## src/rtl/oam_dma_if.sv

```systemverilog
// ----------------------------------------------------------------------------
// oam_dma_if : snooped CPU bus plus DMA bus-initiator signals for oam_dma.
// Rev 1.0
// ----------------------------------------------------------------------------
`default_nettype none

interface oam_dma_if;
  logic        enable;
  logic [15:0] cpu_addr;
  logic [7:0]  cpu_data_out;
  logic        cpu_rw_n;
  logic [7:0]  dma_data_in;
  logic        cpu_rdy;
  logic        dma_active;
  logic [15:0] dma_addr;
  logic [7:0]  dma_data_out;
  logic        dma_rw_n;
  logic        done;

  modport master (
    input  enable, cpu_addr, cpu_data_out, cpu_rw_n, dma_data_in,
    output cpu_rdy, dma_active, dma_addr, dma_data_out, dma_rw_n, done
  );

  modport slave (
    output enable, cpu_addr, cpu_data_out, cpu_rw_n, dma_data_in,
    input  cpu_rdy, dma_active, dma_addr, dma_data_out, dma_rw_n, done
  );
endinterface

`default_nettype wire

```

## src/rtl/oam_dma.sv

```systemverilog
// ----------------------------------------------------------------------------
// oam_dma : copies CPU page $XX00-$XXFF to PPU $2004 on a CPU write to $4014.
// Optional macro OAM_DMA_ALIGN_EN inserts a parity-alignment cycle. Rev 1.0
// ----------------------------------------------------------------------------
`default_nettype none

module oam_dma (
  input  wire logic  clk,
  input  wire logic  rst,
  oam_dma_if.master  bus
);

  localparam logic [2:0] S_IDLE  = 3'd0;
  localparam logic [2:0] S_HALT  = 3'd1;
  localparam logic [2:0] S_ALIGN = 3'd2;
  localparam logic [2:0] S_READ  = 3'd3;
  localparam logic [2:0] S_WRITE = 3'd4;

  localparam logic [15:0] C_TRIG_ADDR = 16'h4014;
  localparam logic [15:0] C_OAM_ADDR  = 16'h2004;

  logic [2:0] r_state;
  logic [7:0] r_page;
  logic [7:0] r_index;
  logic [7:0] r_data;
  logic       r_done;
  logic       w_trigger;

`ifdef OAM_DMA_ALIGN_EN
  logic       r_parity;
`endif

  assign w_trigger = !bus.cpu_rw_n && (bus.cpu_addr == C_TRIG_ADDR);

  always_ff @(posedge clk or posedge rst) begin
    if (rst) begin
      r_state <= S_IDLE;
      r_page  <= 8'h00;
      r_index <= 8'h00;
      r_data  <= 8'h00;
      r_done  <= 1'b0;
`ifdef OAM_DMA_ALIGN_EN
      r_parity <= 1'b0;
`endif
    end else if (bus.enable) begin
`ifdef OAM_DMA_ALIGN_EN
      r_parity <= ~r_parity;
`endif
      r_done <= 1'b0;
      case (r_state)
        S_IDLE: begin
          if (w_trigger) begin
            r_page  <= bus.cpu_data_out;
            r_index <= 8'h00;
            r_state <= S_HALT;
          end
        end
        S_HALT: begin
`ifdef OAM_DMA_ALIGN_EN
          // Parity flips on this edge: odd now means the read lands on even.
          r_state <= r_parity ? S_READ : S_ALIGN;
`else
          r_state <= S_READ;
`endif
        end
        S_ALIGN: r_state <= S_READ;
        S_READ: begin
          r_data  <= bus.dma_data_in;
          r_state <= S_WRITE;
        end
        S_WRITE: begin
          r_index <= r_index + 8'd1;
          if (r_index == 8'hFF) begin
            r_state <= S_IDLE;
            r_done  <= 1'b1;
          end else begin
            r_state <= S_READ;
          end
        end
        default: r_state <= S_IDLE;
      endcase
    end
  end

  // Bus outputs decode from state alone so reset takes effect immediately.
  always_comb begin
    bus.cpu_rdy      = 1'b1;
    bus.dma_active   = 1'b0;
    bus.dma_addr     = 16'h0000;
    bus.dma_data_out = 8'h00;
    bus.dma_rw_n     = 1'b1;
    case (r_state)
      S_HALT, S_ALIGN: begin
        bus.cpu_rdy    = 1'b0;
        bus.dma_active = 1'b1;
        bus.dma_addr   = {r_page, 8'h00};
      end
      S_READ: begin
        bus.cpu_rdy    = 1'b0;
        bus.dma_active = 1'b1;
        bus.dma_addr   = {r_page, r_index};
      end
      S_WRITE: begin
        bus.cpu_rdy      = 1'b0;
        bus.dma_active   = 1'b1;
        bus.dma_addr     = C_OAM_ADDR;
        bus.dma_data_out = r_data;
        bus.dma_rw_n     = 1'b0;
      end
      default: ;
    endcase
  end

  assign bus.done = r_done;

endmodule

`default_nettype wire

```

## src/flat_wrapper.sv

```systemverilog
// flat-port wrapper written by rule: the top's interface ports become plain ports
module oam_dma_flat 
  (clk, rst, bus_enable, bus_cpu_addr, bus_cpu_data_out, bus_cpu_rw_n, bus_dma_data_in, bus_cpu_rdy, bus_dma_active, bus_dma_addr, bus_dma_data_out, bus_dma_rw_n, bus_done);
  oam_dma_if bus_i ();
  input  wire logic clk;
  input  wire logic rst;
  input wire logic [$bits(bus_i.enable)-1:0] bus_enable;
  input wire logic [$bits(bus_i.cpu_addr)-1:0] bus_cpu_addr;
  input wire logic [$bits(bus_i.cpu_data_out)-1:0] bus_cpu_data_out;
  input wire logic [$bits(bus_i.cpu_rw_n)-1:0] bus_cpu_rw_n;
  input wire logic [$bits(bus_i.dma_data_in)-1:0] bus_dma_data_in;
  output wire logic [$bits(bus_i.cpu_rdy)-1:0] bus_cpu_rdy;
  output wire logic [$bits(bus_i.dma_active)-1:0] bus_dma_active;
  output wire logic [$bits(bus_i.dma_addr)-1:0] bus_dma_addr;
  output wire logic [$bits(bus_i.dma_data_out)-1:0] bus_dma_data_out;
  output wire logic [$bits(bus_i.dma_rw_n)-1:0] bus_dma_rw_n;
  output wire logic [$bits(bus_i.done)-1:0] bus_done;
  assign bus_i.enable = bus_enable;
  assign bus_i.cpu_addr = bus_cpu_addr;
  assign bus_i.cpu_data_out = bus_cpu_data_out;
  assign bus_i.cpu_rw_n = bus_cpu_rw_n;
  assign bus_i.dma_data_in = bus_dma_data_in;
  assign bus_cpu_rdy = bus_i.cpu_rdy;
  assign bus_dma_active = bus_i.dma_active;
  assign bus_dma_addr = bus_i.dma_addr;
  assign bus_dma_data_out = bus_i.dma_data_out;
  assign bus_dma_rw_n = bus_i.dma_rw_n;
  assign bus_done = bus_i.done;
  oam_dma u_core (.clk(clk), .rst(rst), .bus(bus_i));
endmodule
```

## config.mk

```make
export PLATFORM = sky130hd
export DESIGN_NAME = oam_dma_flat
export DESIGN_NICKNAME = d
export VERILOG_FILES = /design/src/rtl/oam_dma_if.sv /design/src/rtl/oam_dma.sv /design/src/flat_wrapper.sv
export SDC_FILE = /design/constraint.sdc
export NUM_CORES = 1
export LEC_CHECK = 0
export BUFFER_PORTS_ARGS = -buffer_cell sky130_fd_sc_hd__buf_4
export CORE_MARGIN = 2
export CORE_UTILIZATION = 47
export DETAILED_ROUTE_END_ITERATION = 16
export PLACE_DENSITY = 0.78
export SYNTH_ARGS = -nofsm -noshare
export SYNTH_HDL_FRONTEND = slang
export SYNTH_SLANG_ARGS = --single-unit
export TNS_END_PERCENT = 100
```

## constraint.sdc

```tcl
create_clock -name clk -period 2.31 [get_ports clk]
set_input_delay 0.231 -clock clk [delete_from_list [all_inputs] [get_ports clk]]
set_output_delay 0.231 -clock clk [all_outputs]
set_load 0.1 [all_outputs]
```

# --- Word level (Yosys, flattened, before mapping) ---
# Cells that the tools add are included.
word_totals:
  wordCells: 35
  output_inout_bits: 28
  ff_bits: 28
classes:
  eq_ne: 7
  n_reduce_logical: 10
  muxes: 12
  n_addsub: 1
op_table:
  columns: ["cell", "n"]
  rows:
  - ["$pmux W16 S3", 1]
  - ["$eq A16 B15 Y1 const B", 1]
  - ["$mux W8", 2]
  - ["$pmux W8 S2", 1]
  - ["$pmux W3 S4", 1]
  - ["$add A8 B1 Y8 const B", 1]
  - ["$eq A8 B8 Y1 const B", 1]
  - ["$eq A3 B2 Y1 const B", 2]
  - ["$reduce_and A3 Y1", 2]
  - ["$mux W1", 5]
  - ["$reduce_and A2 Y1", 2]
  - ["$reduce_or A4 Y1", 1]
  - ["$eq A3 B1 Y1 const B", 1]
  - ["$eq A3 B3 Y1 const B", 1]
  - ["$logic_not A3 Y1", 1]
  - ["$mux W3", 1]
  - ["$mux W2", 1]
  - ["$ne A2 B1 Y1 const B", 1]
  - ["$reduce_bool A2 Y1", 1]
  - ["$reduce_or A2 Y1", 1]
  - ["$logic_and A1 B1 Y1", 1]
  - ["$logic_not A1 Y1", 1]

# --- Longest topological paths before layout ---
depth:
  ltp_word: 4
  depth_mapped: 6
  depth_no_buf: 6

# --- Worst setup path after synthesis ---
# OpenSTA, ideal clock, no wires.
synth_path:
  path_kind: "register to output"
  start: "register u_core.r_state[2]"
  end: "output port bus_cpu_rdy"
  arrival_ns: 3.192
  stages_incl_launch_ff: 4
  slack_ns: -1.113
  n_path_buf: 1
  cell_sequence: "dfrtp_1 -> buf_2 -> xnor2_1 -> inv_1"
synth_between:
  elab_chain_cells: 3
  elab_cells_between_ends: 6
  cone_classes: "eq/ne: 4; mux: 1; reduce/logical: 1"
synth_rtl:
  columns: ["item", "line_no", "rtl"]
  rows:
  - ["start, declared", "oam_dma.sv:22", "logic [2:0] r_state;"]
  - ["start signal, assigned", "oam_dma.sv:37", "r_state <= S_IDLE;"]
  - ["start signal, assigned", "oam_dma.sv:55", "r_state <= S_HALT;"]
  - ["start signal, assigned", "oam_dma.sv:63", "r_state <= S_READ;"]
  - ["$eq A3 B1 Y1, or another cell as far along", "oam_dma.sv:92", "case (r_state)"]
  - ["$reduce_or A4 Y1 (no line) (*)", null, null]
  - ["$mux W1 (*)", "oam_dma.sv:92", null]
  - ["end, declared", "flat_wrapper.sv:12", "output wire logic [$bits(bus_i.cpu_rdy)-1:0] bus_cpu_rdy;"]
# Mark *: on every way between the ends. The rest lies on a longest branch, timed or not.

# --- Worst setup path in the final report ---
layout_path:
  start: "register u_core.r_state[0]"
  end: "output port bus_dma_addr[8]"
layout_between:
  elab_chain_cells: 3
  elab_cells_between_ends: 6
  cone_classes: "eq/ne: 4; mux: 1; reduce/logical: 1"
layout_rtl:
  columns: ["item", "line_no", "rtl"]
  rows:
  - ["$eq A3 B1 Y1 or $eq A3 B2 Y1 (tied branches)", "oam_dma.sv:92", null]
  - ["$reduce_or A2 Y1 (no line)", null, null]
  - ["$pmux W16 S3 (*)", "oam_dma.sv:92", null]
  - ["end, declared", "flat_wrapper.sv:14", "output wire logic [$bits(bus_i.dma_addr)-1:0] bus_dma_addr;"]
# Marked as above.

==> metrics <==
status complete, no violations; Hold Path Sink u_core.r_data[3]$_DFFE_PP0P_; area growth from synthesis to layout 39.4%; post-layout util 0.698; prevailing post-synth register cell dfrtp_1; r2r startpoint u_core.r_state[0]$_DFFE_PP0P_; Area contributors post-synth dfrtp_1 45%, mux2_2 12%, and2_1 8.9%; FF-to-FF path depth 4; pre-CTS setup slack ~0.44 ns; routed vias/inst 5.27; Overflow after GRT 0; Top Family by Delay on Critical Path simple AND/OR/NAND/NOR gates; total die area ~3800 µm²; WHS between 0.1 and 0.15 ns; design area about 2100 µm²; PD cells 1110 nW/µm²; setup TNS 0 ns; Setup WS post-layout approximately 0.18 ns; DR WL/cell approximately 14 µm; Synth top area share 0.455; # nets final roughly 250; most frequent cells in the layout 67 x buf_4, 28 x dfrtp_1, 22 x and2_1; EDFF count, synth 0; Crit Path Max Fanout 10; Pins Over Slew Limit 0; Tightest Pin Transition 0.617 ns; PortBufs 63; CTS tree yes; IR drop worst, VDD roughly 620 µV; drt drc 0; final worst-path cycle share 0.923; DRT Pass-1 Iters 4; commonest non-fill, non-tap cell in the layout buf_4; sequential share of the synthesized area 0.455; CP startpoint kind flop; Leak Pwr ~1.1 nW; share of layout cells above drive strength 1 0.421; Synth area leader dfrtp_1; unrepaired setup endpoints after global routing false; final hold vios 0; CP cell instances nor2_1, nor2_1, and2_1, buf_4; total of max-cap violations 0; Post-synth ARST share 1.00; Mapped Nets between 150 and 200; Hold Crit Depth 2; CTS Sinks 28; Worst Min Path Start bus_dma_data_in[3]; H-tree levels 1; final antenna-violating net count 0; Netlist cell types 39; Antenna Diode Count 0; CTS Buffer Depth 2; first-pass GRT wire length 6170 µm; WP data required 2.08 ns; root buf cell clkbuf_4; Die W approximately 60 µm; arrival time at the worst endpoint ~1.9 ns; Cell Area, Synth between 1500 and 2000 µm²; largest net degree at the start of global routing 29; cell row count 20; top routing layer used met4; FF-to-FF setup slack between 0.4 and 0.5 ns; critical path capture point type output port; Fmax achieved between 0.4 and 0.5 GHz; Worst Skew about 0.0018 ns; Iteration-0 DRC Markers between 60 and 70; metal3 WL 164 µm; CP peak stage delay ~0.53 ns; vias post-DR around 1400; hpwl dp ~3000 µm; antenna violations before repair 0; Cells after DPL approximately 260; PnR Total Power ~2.4 mW; Setup violations, final 0; DR WL met2 1970 µm; final std cells w/o fill 260; wire length on met1 approximately 1500 µm; Synth Register Bits 28; vias in the first global route approximately 1400; CP most frequent cell nor2_1; Avg Inst Size Synth about 10 µm²; worst hold path type primary input to flop; DP Area approximately 2100 µm²; worst path bufs/invs 1; Rel. slew slack 0.585; all-layer global routing usage 0.222; Reg2Reg Capture Point u_core.r_page[4]$_DFFE_PP0P_; Clock Latency Late Sink about 0.34 ns; gp weighted congestion 0.818; CTS clock-pin slew for the worst setup and hold paths between 0.15 and 0.2 ns; Post-Syn Instances 150; total clock buffers created by CTS 3; Slowest-stage cell, CP dfrtp_1; starting density of the core 0.501; Die H 61.3 µm; critical setup path kind flop to output port; WL final between 3000 and 4000 µm; Ports 64; post-layout min period approximately 2.1 ns; Core ar. 3080 µm²; yosys warns 0
## state kept, by name, indices dropped and copies added, names as in the netlist
name	flops
u_core.r_data	8
u_core.r_state	3
u_core.r_index	8
u_core.r_page	8
u_core.bus.done	1
## worst register-to-register path: stages (launching register included)
cell and delay, ns:
dfrtp_1 0.50, or3b_4 0.47, nor4_4 0.25, buf_4 0.21, mux2_2 0.34
## cells by family after synthesis
kind of cell	Yosys count	share of synthesized area
and+or+nand+nor	67	0.261
DFF	28	0.455
AOI/OAI and AO/OA	20	0.0893
muxes	20	0.143
buffers and inverters	13	0.0382
xor gates and xnor gates	1	0.00568
adders and majority gates	1	0.00812
## cells in the mapped netlist, types with 3 or more instances
cell,n
o21ai_0,6
nand3_1,3
clkbuf_1,3
nor2_1,10
a31oi_1,3
nor3_1,3
inv_1,7
mux2i_1,4
dfrtp_1,28
nand2_1,10
and2_1,22
mux2_2,16
and3_1,3
## worst max-delay path by stage
stage | start | to | slack, ns | cells after the start
after floorplan | u_core.r_state[0]$_DFFE_PP0P_ | bus_dma_addr[13] | 0.05 | 4
after global placement | u_core.r_state[0]$_DFFE_PP0P_ | u_core.r_page[3]$_DFFE_PP0P_ | 0.50 | 4
after detailed placement | u_core.r_state[0]$_DFFE_PP0P_ | u_core.r_page[4]$_DFFE_PP0P_ | 0.44 | 4
after CTS | u_core.r_state[0]$_DFFE_PP0P_ | bus_dma_addr[8] | 0.17 | 4
after global routing | u_core.r_state[0]$_DFFE_PP0P_ | bus_dma_addr[13] | 0.03 | 5
final | u_core.r_state[0]$_DFFE_PP0P_ | bus_dma_addr[8] | 0.18 | 4
## power breakdown
group | switching (mW) | internal, mW | leakage [nW]
sequential | 0.115 | 0.621 | 0.362
combinational | 0.918 | 0.398 | 0.670
clock | 0.157 | 0.176 | 0.0279
## routing by layer
metal	track usage	up-vias
li1	-	664
met1	0.274	656
met2	0.395	44
met3	0.0273	5
met4	0.0807	0
met5	0	-
## cell type report
class | instances | area, µm²
inverter | 7 | 26.3
clock inverter | 1 | 30.0
timing repair buffer | 68 | 513
fill | 239 | 930
clock buffer | 3 | 22.5
multi-input combinational | 109 | 801
tap | 44 | 55.1
sequential | 28 | 701
## repair_timing
item	4_1_cts	5_1_grt
hold buffers	1	0
setup buffers	0	0
endpoints found under the hold margin	28	0
resized for setup	0	0
(Power assumes the default switching activity.)
